## src/rtl/multi_cycle_controller_pkg.sv

```systemverilog
// Shared definitions for the multi-cycle controller: state codes, ALU
// control encodings, instruction op/cmd fields and condition codes.
package multi_cycle_controller_pkg;

  typedef logic [3:0] state_t;

  localparam state_t S_FETCH    = 4'd0;
  localparam state_t S_DECODE   = 4'd1;
  localparam state_t S_MEMADR   = 4'd2;
  localparam state_t S_MEMREAD  = 4'd3;
  localparam state_t S_MEMWB    = 4'd4;
  localparam state_t S_MEMWRITE = 4'd5;
  localparam state_t S_EXECR    = 4'd6;
  localparam state_t S_EXECI    = 4'd7;
  localparam state_t S_ALUWB    = 4'd8;
  localparam state_t S_BRANCH   = 4'd9;

  typedef enum logic [1:0] {
    ALU_ADD = 2'b00,
    ALU_SUB = 2'b01,
    ALU_AND = 2'b10,
    ALU_ORR = 2'b11
  } alu_ctl_e;

  localparam logic [1:0] OP_DP    = 2'b00;
  localparam logic [1:0] OP_MEM   = 2'b01;
  localparam logic [1:0] OP_BR    = 2'b10;
  localparam logic [1:0] OP_UNDEF = 2'b11;

  localparam logic [3:0] CMD_AND = 4'b0000;
  localparam logic [3:0] CMD_SUB = 4'b0010;
  localparam logic [3:0] CMD_ADD = 4'b0100;
  localparam logic [3:0] CMD_CMP = 4'b1010;
  localparam logic [3:0] CMD_ORR = 4'b1100;

  localparam logic [3:0] COND_EQ = 4'b0000;
  localparam logic [3:0] COND_NE = 4'b0001;
  localparam logic [3:0] COND_CS = 4'b0010;
  localparam logic [3:0] COND_CC = 4'b0011;
  localparam logic [3:0] COND_MI = 4'b0100;
  localparam logic [3:0] COND_PL = 4'b0101;
  localparam logic [3:0] COND_VS = 4'b0110;
  localparam logic [3:0] COND_VC = 4'b0111;
  localparam logic [3:0] COND_HI = 4'b1000;
  localparam logic [3:0] COND_LS = 4'b1001;
  localparam logic [3:0] COND_GE = 4'b1010;
  localparam logic [3:0] COND_LT = 4'b1011;
  localparam logic [3:0] COND_GT = 4'b1100;
  localparam logic [3:0] COND_LE = 4'b1101;
  localparam logic [3:0] COND_AL = 4'b1110;

  // Control word produced by the state decode before reset gating.
  typedef struct packed {
    logic       pc_write;
    logic       ir_write;
    logic       reg_write;
    logic       mem_write;
    logic       adr_src;
    logic       alu_src_a;
    logic [1:0] alu_src_b;
    logic [1:0] result_src;
    logic [1:0] alu_ctl;
  } ctrl_t;

  // Data-processing cmd to ALU control; CMP is a subtract, unknown cmds add.
  function automatic alu_ctl_e decode_cmd(input logic [3:0] cmd);
    case (cmd)
      CMD_ADD: decode_cmd = ALU_ADD;
      CMD_SUB: decode_cmd = ALU_SUB;
      CMD_AND: decode_cmd = ALU_AND;
      CMD_ORR: decode_cmd = ALU_ORR;
      CMD_CMP: decode_cmd = ALU_SUB;
      default: decode_cmd = ALU_ADD;
    endcase
  endfunction

endpackage

```

## src/rtl/multi_cycle_controller_cond_check.sv

```systemverilog
// Condition evaluation: instruction cond field against the stored NZCV flags.
module multi_cycle_controller_cond_check
  import multi_cycle_controller_pkg::*;
(
  input  logic [3:0] cond,
  input  logic [3:0] flags,
  output logic       cond_ex
);

  logic n, z, c, v;

  assign {n, z, c, v} = flags;

  // Pure combinational lookup; cond=1111 never executes.
  always_comb begin
    cond_ex = 1'b0;
    case (cond)
      COND_EQ: cond_ex = z;
      COND_NE: cond_ex = ~z;
      COND_CS: cond_ex = c;
      COND_CC: cond_ex = ~c;
      COND_MI: cond_ex = n;
      COND_PL: cond_ex = ~n;
      COND_VS: cond_ex = v;
      COND_VC: cond_ex = ~v;
      COND_HI: cond_ex = c & ~z;
      COND_LS: cond_ex = ~c | z;
      COND_GE: cond_ex = (n == v);
      COND_LT: cond_ex = (n != v);
      COND_GT: cond_ex = ~z & (n == v);
      COND_LE: cond_ex = z | (n != v);
      COND_AL: cond_ex = 1'b1;
      default: cond_ex = 1'b0;
    endcase
  end

endmodule

```

## src/rtl/multi_cycle_controller.sv

```systemverilog
// Moore-style multi-cycle instruction controller with an internal NZCV
// register. Write enables are gated by the condition check and by reset.
//
// state      | meaning
// -----------+---------------------------------------------------------
// FETCH      | read instr at PC, load IR, PC <= PC+4
// DECODE     | read registers, ALU forms PC+8 for R15 reads
// MEMADR     | ALU computes base + offset for load/store
// MEMREAD    | read data memory at computed address
// MEMWB      | write loaded data to rd
// MEMWRITE   | write RD2 to data memory
// EXECR      | ALU op with register operand B
// EXECI      | ALU op with immediate operand B
// ALUWB      | write ALU result to rd (not for CMP)
// BRANCH     | PC <= PC+8 + offset when condition holds
module multi_cycle_controller
  import multi_cycle_controller_pkg::*;
(
  input  logic        clk,
  input  logic        reset,
  input  logic [31:0] instr,
  input  logic [3:0]  alu_flags,
  output logic        pc_write,
  output logic        ir_write,
  output logic        reg_write,
  output logic        mem_write,
  output logic        adr_src,
  output logic        alu_src_a,
  output logic [1:0]  alu_src_b,
  output logic [1:0]  result_src,
  output logic [1:0]  imm_src,
  output logic [2:0]  reg_src,
  output logic [1:0]  alu_ctl
);

  state_t     state;
  state_t     state_next;
  logic [3:0] flags;
  logic       cond_ex;
  ctrl_t      ctrl;

  logic [3:0] cond;
  logic [1:0] op;
  logic [5:0] funct;
  logic [3:0] cmd;
  logic [3:0] rd;
  logic       is_cmp;
  logic       s_bit;
  logic       rd_is_pc;
  logic       in_exec;
  logic       flag_load;
  logic       unused_instr_bits;

  assign cond     = instr[31:28];
  assign op       = instr[27:26];
  assign funct    = instr[25:20];
  assign rd       = instr[15:12];
  assign cmd      = funct[4:1];
  assign is_cmp   = (cmd == CMD_CMP);
  assign s_bit    = funct[0] | is_cmp;
  assign rd_is_pc = (rd == 4'b1111);
  assign in_exec  = (state == S_EXECR) || (state == S_EXECI);

  // Register-number fields are consumed by the datapath, not the controller.
  assign unused_instr_bits = ^{instr[19:16], instr[11:0]};

  multi_cycle_controller_cond_check u_cond_check (
    .cond    (cond),
    .flags   (flags),
    .cond_ex (cond_ex)
  );

  // State register; reset parks the FSM in FETCH.
  always_ff @(posedge clk or posedge reset) begin
    if (reset) begin
      state <= S_FETCH;
    end else begin
      state <= state_next;
    end
  end

  // Next-state selection from the current instruction fields.
  always_comb begin
    state_next = S_FETCH;
    case (state)
      S_FETCH:    state_next = S_DECODE;
      S_DECODE: begin
        case (op)
          OP_DP:   state_next = funct[5] ? S_EXECI : S_EXECR;
          OP_MEM:  state_next = S_MEMADR;
          OP_BR:   state_next = S_BRANCH;
          default: state_next = S_FETCH;
        endcase
      end
      S_MEMADR:   state_next = funct[0] ? S_MEMREAD : S_MEMWRITE;
      S_MEMREAD:  state_next = S_MEMWB;
      S_EXECR:    state_next = S_ALUWB;
      S_EXECI:    state_next = S_ALUWB;
      default:    state_next = S_FETCH;
    endcase
  end

  // Flags load at the end of an execute cycle for executed flag-setting ops;
  // logical ops (alu_ctl[1]=1) leave C and V untouched.
  assign flag_load = in_exec & cond_ex & s_bit;

  always_ff @(posedge clk or posedge reset) begin
    if (reset) begin
      flags <= 4'b0000;
    end else if (flag_load) begin
      flags[3:2] <= alu_flags[3:2];
      if (!alu_ctl[1]) begin
        flags[1:0] <= alu_flags[1:0];
      end
    end
  end

  // Per-state control decode; anything not set for a state stays 0.
  always_comb begin
    ctrl = '0;
    case (state)
      S_FETCH: begin
        ctrl.ir_write   = 1'b1;
        ctrl.pc_write   = 1'b1;
        ctrl.alu_src_a  = 1'b1;
        ctrl.alu_src_b  = 2'b10;
        ctrl.result_src = 2'b10;
      end
      S_DECODE: begin
        ctrl.alu_src_a  = 1'b1;
        ctrl.alu_src_b  = 2'b10;
        ctrl.result_src = 2'b10;
      end
      S_MEMADR: begin
        ctrl.alu_src_b  = 2'b01;
      end
      S_MEMREAD: begin
        ctrl.adr_src    = 1'b1;
      end
      S_MEMWRITE: begin
        ctrl.adr_src    = 1'b1;
        ctrl.mem_write  = cond_ex;
      end
      S_MEMWB: begin
        ctrl.result_src = 2'b01;
        ctrl.reg_write  = cond_ex;
        ctrl.pc_write   = cond_ex & rd_is_pc;
      end
      S_EXECR: begin
        ctrl.alu_src_b  = 2'b00;
        ctrl.alu_ctl    = decode_cmd(cmd);
      end
      S_EXECI: begin
        ctrl.alu_src_b  = 2'b01;
        ctrl.alu_ctl    = decode_cmd(cmd);
      end
      S_ALUWB: begin
        ctrl.reg_write  = cond_ex & ~is_cmp;
        ctrl.pc_write   = cond_ex & ~is_cmp & rd_is_pc;
      end
      S_BRANCH: begin
        ctrl.alu_src_a  = 1'b1;
        ctrl.alu_src_b  = 2'b01;
        ctrl.result_src = 2'b10;
        ctrl.pc_write   = cond_ex;
      end
      default: ctrl = '0;
    endcase
  end

  // Enables are masked combinationally so reset kills an in-flight write at once.
  assign pc_write   = ctrl.pc_write  & ~reset;
  assign ir_write   = ctrl.ir_write  & ~reset;
  assign reg_write  = ctrl.reg_write & ~reset;
  assign mem_write  = ctrl.mem_write & ~reset;
  assign adr_src    = ctrl.adr_src;
  assign alu_src_a  = ctrl.alu_src_a;
  assign alu_src_b  = ctrl.alu_src_b;
  assign result_src = ctrl.result_src;
  assign alu_ctl    = ctrl.alu_ctl;
  assign imm_src    = op;
  assign reg_src    = {1'b0, (op == OP_MEM) & ~funct[0], (op == OP_BR)};

endmodule

```

## config.mk

```make
export PLATFORM = sky130hd
export DESIGN_NAME = multi_cycle_controller
export DESIGN_NICKNAME = d
export VERILOG_FILES = /design/src/rtl/multi_cycle_controller_pkg.sv /design/src/rtl/multi_cycle_controller_cond_check.sv /design/src/rtl/multi_cycle_controller.sv
export SDC_FILE = /design/constraint.sdc
export NUM_CORES = 1
export LEC_CHECK = 0
export BUFFER_PORTS_ARGS = -buffer_cell sky130_fd_sc_hd__buf_2
export CORE_MARGIN = 8
export CORE_UTILIZATION = 42
export DETAILED_ROUTE_END_ITERATION = 12
export PLACE_DENSITY_LB_ADDON = 0.15
export SLEW_MARGIN = 20
export SYNTH_ARGS = -nofsm -noshare
export SYNTH_HDL_FRONTEND = slang
export SYNTH_SLANG_ARGS = --single-unit
```

## constraint.sdc

```tcl
create_clock -name clk -period 2.5 [get_ports clk]
set_input_delay 0.125 -clock clk [delete_from_list [all_inputs] [get_ports clk]]
set_output_delay 0.125 -clock clk [all_outputs]
set_load 0.1 [all_outputs]
```

Word-level counts from Yosys, hierarchy flattened
Cells that the tools add are included.
{ "word_totals": {"reg_bits": 8, "in_bits": 38, "out_inout_bits": 17, "wordCells": 84} }
{ "op_classes": {"n_eq_ne": 31, "muxes": 15, "n_bitwise": 23, "n_reduce_logical": 12} }
{ "ops": {"columns": ["op", "count"], "rows": [
  ["equality test 4 bit, second input constant", 12],
  ["equality test 4 x 3 -> 1 bit, second input constant", 8],
  ["equality test 4 x 2 -> 1 bit, second input constant", 5],
  ["case mux 4 bit (5 select lines)", 1],
  ["case mux 1 bit (15 select lines)", 1],
  ["AND 1 bit", 12],
  ["zero test 4 bit", 3],
  ["case mux 4 bit (3 select lines)", 1],
  ["equality test 4 x 1 -> 1 bit, second input constant", 2],
  ["inverter 1 bit", 8],
  ["case mux 2 bit (2 select lines)", 2],
  ["OR reduction 2 bit", 4],
  ["case mux 2 bit (3 select lines)", 1],
  ["OR reduction 3 bit", 2],
  ["two-way mux 1 bit", 5],
  ["case mux 1 bit (4 select lines)", 1],
  ["two-way mux 3 bit", 1],
  ["OR 1 bit", 3],
  ["equality test 2 x 1 -> 1 bit, second input constant", 1],
  ["equality test 2 bit, second input constant", 1],
  ["zero test 2 bit", 1],
  ["two-way mux 2 bit", 1],
  ["case mux 1 bit (2 select lines)", 1],
  ["AND reduction 2 bit", 1],
  ["other kinds (3)", 3]
]} }

Depth between registers and ports, before layout
Gate-level depths: netlist of the first run.
{ "logic_depth": {"ltp_word": 7, "depth_mapped": 6} }

Modules after synthesis
A second synthesis of the first run with hierarchy kept.
{ "hier_totals": {"hier_cells": 99, "area_unflattened_um2": 835.8} }
{ "by_module_without_submodules": {"columns": ["mod", "instances", "cells_each", "area_per_inst_um2", "seq_area_each_um2"], "rows": [
  ["multi_cycle_controller", 1, 71, 641.9, 200.2],
  ["multi_cycle_controller_cond_check", 1, 28, 193.9, 0.0]
]} }

Worst setup path after synthesis of the first run
OpenSTA, ideal clock, no wires.
{ "synth_path": {"path_type": "register to output", "from": "register state[2]", "to": "output pc_write", "arrival_time_ns": 4.674, "t_required_ns": 2.375, "path_slack_ns": -2.299, "path_stages_with_launch": 5, "cell_sequence": "dfrtp_1 or2_2 clkbuf_1 nor4_1 a31o_1"} }
{ "synth_via": {"elab_chain_cells": 3, "elab_cells_between_ends": 6} }
{ "synth_lines": {"columns": ["element", "line", "text"], "rows": [
  ["start: declaration", "multi_cycle_controller.sv:36", "state_t state;"],
  ["start signal: assignment", "multi_cycle_controller.sv:78", "state <= state_next;"],
  ["equality test 4 bit (tied with other cells)", "multi_cycle_controller.sv:121", "case (state)"],
  ["case mux 1 bit (4 select lines) (*)", "multi_cycle_controller.sv:121", null],
  ["AND 1 bit (*)", "multi_cycle_controller.sv:172", "assign pc_write = ctrl.pc_write & ~reset;"],
  ["end: declaration", "multi_cycle_controller.sv:23", "output logic pc_write,"]
]} }
Every way passes the cells marked *; elsewhere a longest branch is shown, timed or not.

Worst setup path in the final report of the first run
{ "layout_path": {"from": "register flags[0]", "to": "output mem_write"} }
{ "layout_via": {"elab_chain_cells": 5, "elab_cells_between_ends": 8} }
{ "layout_lines": {"columns": ["element", "line", "text"], "rows": [
  ["start: declaration", "multi_cycle_controller.sv:38", "logic [3:0] flags;"],
  ["start signal: assignment", "multi_cycle_controller.sv:113", "flags[1:0] <= alu_flags[1:0];"],
  ["!= test 1 bit / equality test 1 bit (equally long branches)", null, null],
  ["OR 1 bit / AND 1 bit (equally long branches)", "multi_cycle_controller_cond_check.sv:31, multi_cycle_controller_cond_check.sv:30", null],
  ["case mux 1 bit (15 select lines) (*)", "multi_cycle_controller_cond_check.sv:17", "case (cond)"],
  ["two-way mux 1 bit (*)", "multi_cycle_controller.sv:121", null],
  ["AND 1 bit (*)", "multi_cycle_controller.sv:175", "assign mem_write = ctrl.mem_write & ~reset;"],
  ["end: declaration", "multi_cycle_controller.sv:26", "output logic mem_write,"]
]} }
Marks and branches as above.

==> flow_summary.toml, run 1 <==
[die]
core_area_um2 = 1940
io_pins = 55
die_w_um = 61.3
die_area_um2 = 3760
rows = 16
fp.dieH_um = 61.3
start_util_pct = 44.5

[yosys]
ys_types = 44
syn_area_um2 = 863
synth-simple-area-share_pct = 34.9
syn_nets = 146
synth_top_area_cell = "dfrtp_1"
async_reset_ff_share_pct = 100
ys_warn_count = 0
synth_compound_area_share_pct = 22.9
synth_edf_count = 0
ys_seq_area_share_pct = 23.2
syn_avg_cell_area_um2 = 7.99
synth_top_cells_by_area = "dfrtp_1 (23%), o21ai_0 (4.6%), nor2_1 (3.9%)"
synth_top_area_share_pct = 23.2
synth_top_family_by_area = "simple AND/OR/NAND/NOR gates"
ys_ff_latch = 8
yosys.area_share.adder_pct = 0
synthXorXnorAreaFrac_pct = 5.07
ys.flop_type = "dfrtp_1"
synthCells = 108
synthMuxAreaShare_pct = 3.91

[sta]
fin_tns_setup_ns = 0
rsz0062_at_grt = "no"
final_max_slew_viol_count = 0
finalCritPeriodShare_pct = 96.2
worst_pin_slew_ns = 0.517
setup_viol = 0
skew_ns = 0.00989
max_freq_mhz = 416
min_period_ns = 2.41
slew_headroom_pct = 65.1
finalHoldViolCount = 0

[detailed_routing]
drtIter0Drc = 23
firstDrtPassIters = 4
antenna_left = 0
vias_per_cell = 5.55
drc = 0
drt-total-wl_mm = 2.40
wl_per_cell_um = 14.3
vias = 933

[power_and_ir_drop]
power_frac_clock_pct = 7.1
leakage_nw = 0.505
comb_power_share_pct = 75.1
pwr_density_cell_nw_per_um2 = 1280
max-vdd-ir-drop_mv = 1.42
pwr-share-seq_pct = 17.9
p_int_w = 0.000449
power_switching_w = 0.000949
switching_share_pct = 67.9

[cells_and_area]
fin_nets = 181
stdcell_count = 168
num_antenna_cells = 0
layout_common_cells = "buf_2 (34), nor2_1 (9), o21ai_0 (8), dfrtp_1 (8)"
layout_commonest_cell = "buf_2"
drive_gt1_share_pct = 33.3
area_growth_pct = 26.5
utilization_pct = 56.3

[worst_setup_path]
cp_slowest_cell = "nor4b_1"
cpPeakStageDelay_ns = 0.47
crit_chain = "xor2_1 > nor4b_1 > o311ai_4 > nand3_1 > and4_1 > clkbuf_4"
cp-end-kind = "output port"
crit_fanout = 8
crit_arrival_ns = 2.28
start_kind = "flop"
path_buf_inv = 1
required_ns = 2.38
critPathTopFamily = "simple AND/OR/NAND/NOR gates"
crit_type = "reg -> out"

[flow_run]
cap_violations = 0

[clock_network]
tritoncts = "yes"
clock_path_buffers = 2
clk_pin_slew_worst_paths_ns = 0.06
htreeDepth = 1
cts-root-buf = "clkbuf_4"
clk_latency_ns = 0.25
cts_setup_buffers = 0
numCtsBuffers = 3
cts.sinks = 8

[status]
status = "finished, final reports clean"

[placement]
place_congestion = 0.740
port_buffers = 37
dpl.cell_count = 164
hpwl_mm = 1.94

[global_route]
antenna_found_initial = 0
track_usage_pct = 14.0
grt_max_degree = 16
grt_pass1_vias = 962
grt_pass1_wl_mm = 4.06
overflow = 0

[hold_path]
hold_class = "in -> reg"
metal layers:
layer | vias up | share of wire [%] | GRT usage (%)
met5 | - | 0 | 0
li1 | 466 | - | -
met1 | 435 | 40 | 14.8
met2 | 28 | 54 | 23.7
met4 | 0 | 1.5 | 5.84
met3 | 4 | 5.0 | 6.05
layout make-up:
type	instances	area [um2]
clock buffer	3	22.5
timing repair buffer	39	210
multi-input combinational	87	611
inverter	4	15.0
tap	27	33.8
sequential	8	200
fill	198	850
flip-flops by register name, indices dropped and copies added, names as in the netlist:
name / count
flags: 4
state: 4
through the flow:
step	area, um2	hold slack [ns]	power, W	worst slack, ns
after global routing	1090	0.0852	0.00148	0.0148
after floorplan	883	-0.0593	0.00113	-0.597
after global placement	1040	0.126	0.00128	0.367
final	1090	0.0849	0.00140	0.0944
after detailed placement	1040	0.129	0.00129	0.327
after CTS	1070	0.0863	0.00140	0.0264
synth_stat cells (2+ instances only):
master	number
o21ai_0	8
xor2_1	2
mux2_1	2
a21oi_1	4
a211oi_1	3
nand4_1	3
buf_4	3
nor2b_1	2
xnor2_1	3
nor3_1	5
dfrtp_1	8
and4_1	2
o211ai_1	3
buf_6	3
nor2_1	9
nand3_1	3
clkbuf_1	3
nand2_1	6
a31o_1	2
inv_1	4
a31oi_1	2
nand2b_1	5
nand3b_1	2
power by group through the flow:
stage                     Combinational (W)  Clock [W]  Sequential [W]
after floorplan                    0.000905          0        0.000226
after global placement              0.00103          0        0.000249
after detailed placement            0.00104          0        0.000253
after CTS                           0.00104   0.000102        0.000252
after global routing                0.00110   0.000112        0.000264
final                               0.00105  0.0000986        0.000250
final timing paths:
| path | depth (start not counted) | from | slack (ns) | end |
|---|---|---|---|---|
| worst max-delay path | 6 | flags[0] | 0.09 | mem_write |
| worst min-delay path | 2 | alu_flags[2] | 0.08 | flags[2] |
| worst max register to register | 5 | flags[0] | 0.40 | flags[3] |
| worst min register to register | 2 | state[1] | 0.57 | state[3] |
| max in group asynchronous | 3 | reset | 1.85 | state[0] |
| min in group asynchronous | 3 | reset | 0.41 | state[3] |
cell families (layout without fill, tap and decap cells):
family                    after synthesis  after routing
AOI/OAI and AO/OA                      28             28
xor gates and xnor gates                5              5
buffers and inverters                  13             46
DFF                                     8              8
muxes                                   3              3
other                                   1              1
and+or+nand+nor                        50             50
what timing repair did:
item	CTS	global route
setup endpoints to repair	0	3
resized for setup	0	4
endpoints found under the hold margin	8	0
hold buffers	1	0
No activity file was read; power rests on OpenSTA's default activity.
==> run 2, diff against run 1 <==
ABC_AREA = 1   (was unset)
==> flow_summary.toml, run 2 <==
[status]
status = "finished, final reports clean"

[yosys]
syn_nets = 181
ys_warn_count = 0
yosys-top-cells-count = "nand2_1 (39), nor2_1 (23), inv_1 (22)"
syn_avg_cell_area_um2 = 5.91
yosysMostFrequentCell = "nand2_1"
yosys.area_share.adder_pct = 0
synth_edf_count = 0
synth_top_area_share_pct = 23.7
synthMuxAreaShare_pct = 0
synthXorXnorAreaFrac_pct = 0
ys_seq_area_share_pct = 23.7
synth_top_cells_by_area = "dfrtp_1 (24%), nand2_1 (17%), nor2_1 (10%)"
synth_top_family_by_area = "simple AND/OR/NAND/NOR gates"
synth_top_area_cell = "dfrtp_1"
ys_ff_latch = 8
syn_area_um2 = 845
ys_types = 25
ys.flop_type = "dfrtp_1"
async_reset_ff_share_pct = 100
synth_compound_area_share_pct = 8.30
synthCells = 143
synth-simple-area-share_pct = 52.9

[die]
fp.dieH_um = 60.8
io_pins = 55
die_w_um = 60.8
start_util_pct = 43.9
core_area_um2 = 1920
rows = 16
die_area_um2 = 3700

[sta]
finalHoldViolCount = 0
whs_ns = 0.110
final_max_slew_viol_count = 0
max_freq_mhz = 489
min_period_ns = 2.04
setup_viol = 0
rsz0062_at_grt = "no"
skew_ns = 0.00727
finalCritPeriodShare_pct = 81.7

[flow_run]
cap_violations = 0

[detailed_routing]
vias = 973
drc = 0
firstDrtPassIters = 4
drtIter0Drc = 18
wl_per_cell_um = 11.3
antenna_left = 0
drt-total-wl_mm = 2.35
vias_per_cell = 4.68

[placement]
port_buffers = 37
place_congestion = 0.881
dpl.cell_count = 204
post_dp_cell_area_um2 = 1050
hpwl_mm = 2.01

[power_and_ir_drop]
pwr_density_cell_nw_per_um2 = 1310
leakage_nw = 0.641
max-vdd-ir-drop_mv = 1.02

[clock_network]
tritoncts = "yes"
htreeDepth = 1
cts_setup_buffers = 0
clk_pin_slew_worst_paths_ns = 0.05
ctsResizeCount = 0
clk_latency_ns = 0.26
numCtsBuffers = 3
cts-root-buf = "clkbuf_4"
clock_path_buffers = 2
cts_hold_buffers = 1
cts.sinks = 8

[global_route]
grt_max_degree = 12
met3_usage_pct = 4.87
grt_use_met2_pct = 25.2
busiest_layer = "met2"
grt_pass1_wl_mm = 3.82
overflow = 0
antenna_found_initial = 0
track_usage_pct = 13.3
grtUsageMet1_pct = 13.2
grt_pass1_vias = 983

[cells_and_area]
area_growth_pct = 28.6
layout_common_cells = "nand2_1 (39), buf_2 (37), inv_1 (22)"
num_antenna_cells = 0
stdcell_count = 208
layout_commonest_cell = "nand2_1"
utilization_pct = 56.5
top_regs = "flags (4), state (4)"
drive_gt1_share_pct = 33.7
postLayoutCellArea_um2 = 1090
fin_nets = 221

[worst_setup_path]
path_buf_inv = 2
crit_fanout = 8
start_kind = "flop"
cpPeakStageDelay_ns = 0.43
critical_path.most_common_cell = "nand2_1"
crit_type = "reg -> out"
crit_arrival_ns = 1.92
cp_slowest_cell = "buf_2"
required_ns = 2.38
crit_chain = "inv_1 > nand2_1 > nand2_1 > nand2_2 > nand2_1 > nand2_1 > nand2_2 > nor2_4 > nand2_4 > nand2_2 > nor2_1 > buf_2"
cp-end-kind = "output port"
critPathTopFamily = "simple AND/OR/NAND/NOR gates"

[hold_path]
hold_class = "in -> reg"
run 2: cell types whose count changed in the layout (fill, tap and decap cells not counted), sizes merged, moves of 3 or more:
cell / change
a211oi: -3
nor3: -4
o21ai: -6
clkbuf: -3
nand2: +40
inv: +22
nand2b: -5
xnor2: -3
nor2: +18
nand3: +12
o211ai: -3
mux2: -3
run 2: stage by stage:
stage | setup slack [ns] | power, W | setup TNS (ns)
2_1_floorplan | -0.447 | 0.00116 | -0.642
3_3_place_gp | 0.750 | 0.00131 | 0
3_5_place_dp | 0.724 | 0.00133 | 0
4_1_cts | 0.441 | 0.00143 | 0
5_1_grt | 0.322 | 0.00151 | 0
6_report | 0.457 | 0.00143 | 0
run 2: area by class of cell:
| class | instances | area [um2] |
|---|---|---|
| fillers | 218 | 836 |
| multi-input cells | 105 | 533 |
| flip-flops and latches | 8 | 200 |
| repair buffers | 38 | 195 |
| inverters | 27 | 101 |
| well taps | 27 | 33.8 |
| clock buffers | 3 | 22.5 |
run 2: final timing paths:
kind / startpoint / to / slack (ns) / depth (start not counted)
setup / recovery: flags[0] / mem_write / 0.46 / 12
hold / removal: alu_flags[3] / flags[3] / 0.11 / 3
setup reg to reg: flags[0] / flags[0] / 1.16 / 12
hold reg to reg: flags[1] / flags[1] / 0.52 / 2
max in group asynchronous: reset / flags[1] / 1.79 / 3
min in group asynchronous: reset / state[0] / 0.41 / 3
run 2: kinds of logic after synthesis:
kind of cell | Yosys count
AND/OR/NAND/NOR | 94
flip-flops | 8
buffers and inverters | 30
AO/OA/AOI/OAI | 10
other | 1
run 2: tightest hold or removal path, delay by kind of cell:
kind / cells / cell delay, ns
buf+inv: 1 / 0.08
simple gates: 2 / 0.12
run 2: metal layers:
| layer | share of wire [%] | wire, um |
|---|---|---|
| met3 | 4.6 | 109 |
| met5 | 0 | 0 |
| met1 | 40 | 950 |
| met4 | 0 | 0 |
| met2 | 55 | 1290 |
run 2: power by group:
part	internal, W	switching (W)	total [W]
Sequential	0.000182	0.0000642	0.000246
Clock	0.0000550	0.0000443	0.0000993
Combinational	0.000190	0.000892	0.00108
